<file path="src/rtl/cdb_arbiter.sv">
// rtl/cdb_arbiter.sv - round-robin Common Data Bus arbiter for Tomasulo completion
// One functional-unit result per cycle wins the CDB; back-pressure freezes the broadcast.
module cdb_arbiter #(
   parameter int               N_REQ  = 3,
   parameter int               TAG_W  = 3,
   parameter int               DATA_W = 16,
   parameter logic [TAG_W-1:0] NO_TAG = '0
) (
   input  logic                    Clock,
   input  logic                    Reset,
   input  logic [N_REQ-1:0]        Req,
   input  logic [N_REQ*TAG_W-1:0]  Req_Tag,
   input  logic [N_REQ*DATA_W-1:0] Req_Data,
   input  logic                    Cdb_Hold,
   output logic [N_REQ-1:0]        Grant,
   output logic                    Cdb_Valid,
   output logic [TAG_W-1:0]        Cdb_Tag,
   output logic [DATA_W-1:0]       Cdb_Data,
   output logic                    Tag_Err
);

   localparam int                PTR_W    = (N_REQ > 1) ? $clog2(N_REQ) : 1;
   localparam logic [DATA_W-1:0] NO_DATA  = DATA_W'(16'hFFF0);
   localparam logic [PTR_W-1:0]  LAST_RST = PTR_W'(N_REQ - 1);

   logic [PTR_W-1:0]  last_grant, last_grant_nxt;
   logic [N_REQ-1:0]  prev_grant, prev_grant_nxt;
   logic [N_REQ-1:0]  tag_ok, elig, grant_nxt;
   logic              valid_nxt, tag_err_nxt, win_found;
   logic [TAG_W-1:0]  tag_nxt;
   logic [DATA_W-1:0] data_nxt;
   int                win_idx, cand;

   always_comb begin : tag_check
      tag_ok = '0;
      for (int i = 0; i < N_REQ; i++) begin
         tag_ok[i] = (Req_Tag[i*TAG_W +: TAG_W] != NO_TAG);
      end
   end

   // prev_grant masks a stale Req from the unit that just won.
   assign elig = Req & ~prev_grant & tag_ok;

   always_comb begin : rr_search
      win_found = 1'b0;
      win_idx   = 0;
      cand      = 0;
      for (int k = 1; k <= N_REQ; k++) begin
         cand = (int'(last_grant) + k) % N_REQ;
         if (!win_found && elig[cand]) begin
            win_found = 1'b1;
            win_idx   = cand;
         end
      end
   end

   always_comb begin : next_state
      grant_nxt      = '0;
      valid_nxt      = Cdb_Valid;
      tag_nxt        = Cdb_Tag;
      data_nxt       = Cdb_Data;
      last_grant_nxt = last_grant;
      prev_grant_nxt = prev_grant;
      tag_err_nxt    = Tag_Err | (|(Req & ~tag_ok));
      if (!Cdb_Hold) begin
         if (win_found) begin
            grant_nxt          = '0;
            grant_nxt[win_idx] = 1'b1;
            valid_nxt          = 1'b1;
            tag_nxt            = Req_Tag[win_idx*TAG_W +: TAG_W];
            data_nxt           = Req_Data[win_idx*DATA_W +: DATA_W];
            last_grant_nxt     = PTR_W'(win_idx);
            prev_grant_nxt     = grant_nxt;
         end else begin
            valid_nxt      = 1'b0;
            tag_nxt        = NO_TAG;
            data_nxt       = NO_DATA;
            prev_grant_nxt = '0;
         end
      end
   end

   always_ff @(posedge Clock) begin
      if (!Reset) begin
         Grant      <= '0;
         Cdb_Valid  <= 1'b0;
         Cdb_Tag    <= NO_TAG;
         Cdb_Data   <= NO_DATA;
         Tag_Err    <= 1'b0;
         last_grant <= LAST_RST;
         prev_grant <= '0;
      end else begin
         Grant      <= grant_nxt;
         Cdb_Valid  <= valid_nxt;
         Cdb_Tag    <= tag_nxt;
         Cdb_Data   <= data_nxt;
         Tag_Err    <= tag_err_nxt;
         last_grant <= last_grant_nxt;
         prev_grant <= prev_grant_nxt;
      end
   end

endmodule

</file>
<file path="config.mk">
export PLATFORM = sky130hd
export DESIGN_NAME = cdb_arbiter
export DESIGN_NICKNAME = d
export VERILOG_FILES = /design/src/rtl/cdb_arbiter.sv
export SDC_FILE = /design/constraint.sdc
export NUM_CORES = 1
export LEC_CHECK = 0
export BUFFER_PORTS_ARGS = -buffer_cell sky130_fd_sc_hd__buf_2
export CAP_MARGIN = 20
export CORE_MARGIN = 5
export CORE_UTILIZATION = 35
export DETAILED_ROUTE_END_ITERATION = 7
export GPL_TIMING_DRIVEN = 0
export HOLD_SLACK_MARGIN = 0.12
export SLEW_MARGIN = 40
export SYNTH_ARGS = -nofsm -noshare
export SYNTH_HDL_FRONTEND = slang
export SYNTH_SLANG_ARGS = --single-unit
export TNS_END_PERCENT = 50
</file>
<file path="constraint.sdc">
create_clock -name Clock -period 9.3 [get_ports Clock]
set_input_delay 1.395 -clock Clock [delete_from_list [all_inputs] [get_ports Clock]]
set_output_delay 1.395 -clock Clock [all_outputs]
set_load 0.005 [all_outputs]
</file>
==> impl_metrics.toml <==
[global_routing]
overflow = 0
antenna_found_initial = 0
grt_pass1_wl_mm = 11.1
grt_pass1_vias = 2275
grt_max_degree = 12
grt_usage_pct = 15.4

[drt]
dr.first_iter.drc_count = 84
routedWlPerCell_um = 15.0
postRouteAntennaNets = 0
drc = 0
viasPerCell = 5.13
wl_mm = 6.87
dr_total_vias = 2355
drtPass1Iterations = 4

[cts]
clockBufferDepth = 2
cts_resized = 0
cts.sinks = 29
postCtsSetupRepairBufs = 0
cts_buffers = 5
root_buffer = "clkbuf_8"
cts_tree = "built"
clk_pin_slew_ps = 60
clkLatencyLatePin_ps = 270
htreeDepth = 2
cts_hold_buf = 0

[placed_design]
gp_congestion = 0.915
hpwl_mm = 5.56
port_buffers = 86
place_inst = 451

[logic_synthesis]
synth_top_family_by_area = "compound AO/OA/AOI/OAI gates"
yosys.area_share.simple_pct = 18.6
yosysTopAreaCell = "dfxtp_1"
synthMuxAreaShare_pct = 13.0
ys_types = 66
yosys_warnings = 0
postSynthCellCount = 269
async_flop_share_pct = 0
synth-seq-cells = 29
ys.flop_type = "dfxtp_1"
syn_area_mm2 = 0.00249
synthXorXnorAreaFrac_pct = 1.06
synthAdderAreaFrac_pct = 11.4
synth-edff-count = 0
avgSynthCellArea_um2 = 9.25
syn_nets = 354
ys_seq_area_share_pct = 23.3
ys_top_cells_by_area = "dfxtp_1 (23%), ha_1 (11%), mux2i_1 (7.2%)"
yosysTopAreaCellShare_pct = 23.3
synth_compound_area_share_pct = 25.7

[final_layout]
layout.area.seq_um2 = 581
nets = 447
area_growth_pct = 26.8
diodes = 0
final_cells = 459
n_fill_cell = 700
layout-drive-gt1-share_pct = 37.5
multi_input_comb_area_mm2 = 0.00174

[pwr]
power.density_mw_per_mm2 = 173
finalPower_mw = 0.545
p_leak_nw = 1.40
peakVddDrop_mv = 0.0845

[critical_path]
worstPathArrival_ps = 4980
slowest_stage = "fa_1"
worstPathRequired_ps = 9510
r2r_slack_ps = 4890
worstSetupPathType = "input pin to flop"
max_stage_delay_ps = 610
crit_fanout = 11
end_kind = "flop"
cp_cell_sequence = "buf_2 -> nand2b_1 -> buf_2 -> o21ai_0 -> a21oi_1 -> o211ai_1 -> clkbuf_1 -> inv_1 -> ha_1 -> fa_1 -> nand2_1 -> or4b_1 -> o2bb2a_2 -> o21ai_1"
crit_top_cell = "buf_2"
critPathLaunchType = "input pin"
worst-path-buf-inv = 4
cp_top_family = "compound AO/OA/AOI/OAI gates"

[sta]
worst_pin_slew_ps = 705
slew_headroom_pct = 52.8
report.final.hold_viol_count = 0
fin_crit_ps = 4780
setup_violations = 0
maxSlewViolCount = 0
tns_ps = 0
clock.fmax_mhz = 209
rsz0062_at_grt = "no"
min_period_over_period_pct = 51.4
skew_ps = 10.9

[hold_path]
worstHoldPathType = "flop to flop"

[die]
io-pin-count = 87
core_area_mm2 = 0.00687
rows = 30
start_util_pct = 36.2
dieHeight_um = 94.3
die_w_um = 94.3
die_area_mm2 = 0.00890

[run]
maxCapViolCount = 0

[status]
status = "completed"
==> stage by stage <==
step	area, um^2	hold slack [ps]	utilization (%)	setup WS (ps)
finish	3160	448	45.9	4520
global route	3160	468	45.9	4210
CTS	3160	444	45.9	4470
detailed placement	3040	434	44.2	4170
global placement	3040	427	44.2	4190
floorplan	2490	439	-	4890
==> where the power goes <==
group | total (mW) | internal [mW] | switching, mW
sequential | 0.156 | 0.145 | 0.0112
combinational | 0.254 | 0.120 | 0.134
clock | 0.135 | 0.0873 | 0.0480
total | 0.545 | 0.352 | 0.193
==> synth_stat cells (all sizes together), types with 2 or more instances <==
cell type   n
nor2       31
dfxtp      29
a21oi      22
ha         21
mux2i      18
inv        15
nand2      14
o221a      12
buf         9
clkbuf      7
nand2b      7
o21ai       7
nor3        6
o211ai      5
a32o        4
and2        4
mux2        4
mux4        4
nand3       4
nor2b       4
nor4        4
a22o        3
a22oi       3
or2         3
xnor2       3
a2111oi     2
o2111ai     2
o31ai       2
==> final cells by class <==
| type | count | share of cell area (%) |
|---|---|---|
| Inverter | 15 | 1.78 |
| Timing Repair Buffer | 86 | 13.6 |
| Multi-Input combinational cell | 209 | 55.1 |
| Clock buffer | 7 | 2.74 |
| Clock inverter | 1 | 0.952 |
| Tap cell | 96 | 3.81 |
| Buffer | 16 | 3.57 |
| Sequential cell | 29 | 18.4 |
==> registers in the layout, summed over array words and instances (netlist names) <==
signal / flops
Cdb_Data: 16
Cdb_Tag: 3
Grant: 3
prev_grant: 3
last_grant: 2
Cdb_Valid: 1
Tag_Err: 1
==> path summary, 6_finish.rpt <==
kind                               from                      end  cells after the start
min              Cdb_Valid$_SDFFE_PN0N_   Cdb_Valid$_SDFFE_PN0N_                      2
max reg2reg  last_grant[1]$_SDFFE_PN1P_  Cdb_Tag[0]$_SDFFE_PN0N_                     14
min reg2reg      Cdb_Valid$_SDFFE_PN0N_   Cdb_Valid$_SDFFE_PN0N_                      2
max                              Req[0]  Cdb_Tag[0]$_SDFFE_PN0N_                     14
==> placed cells by master, fill, tap and decap left out, types with 3 or more instances in the layout <==
master,count
o221a_2,12
clkbuf_1,8
and2_1,4
a21oi_1,22
mux2_1,4
a22oi_1,3
nand2b_1,7
ha_1,21
nand3_1,3
a32o_1,4
o211ai_1,3
mux2i_1,18
xnor2_1,3
buf_2,90
a22o_1,3
nor2_1,30
o21ai_0,3
dfxtp_1,29
nor2b_1,3
nor3_1,4
nand2_1,13
clkbuf_8,6
inv_1,14
==> logic make-up after synthesis <==
| kind of cell | after synthesis |
|---|---|
| DFF | 29 |
| adders and majority gates | 22 |
| and+or+nand+nor | 82 |
| xor gates and xnor gates | 3 |
| buffers and inverters | 31 |
| AOI/OAI and AO/OA | 75 |
| other | 1 |
| muxes | 26 |
==> worst register-to-register path, delay by kind of cell (launching register included) <==
family / cells / cell delay [ps]
adders and majority gates: 3 / 1250
buffers and inverters: 4 / 1020
AOI/OAI and AO/OA: 3 / 660
DFF: 1 / 460
and+or+nand+nor: 4 / 940
==> metal layers <==
layer	track usage, %	routed length, um
met1	20.6	3110
met2	25.4	3270
met3	3.13	402
met4	3.37	91
met5	0	0
No activity file was read; power rests on OpenSTA's default activity.
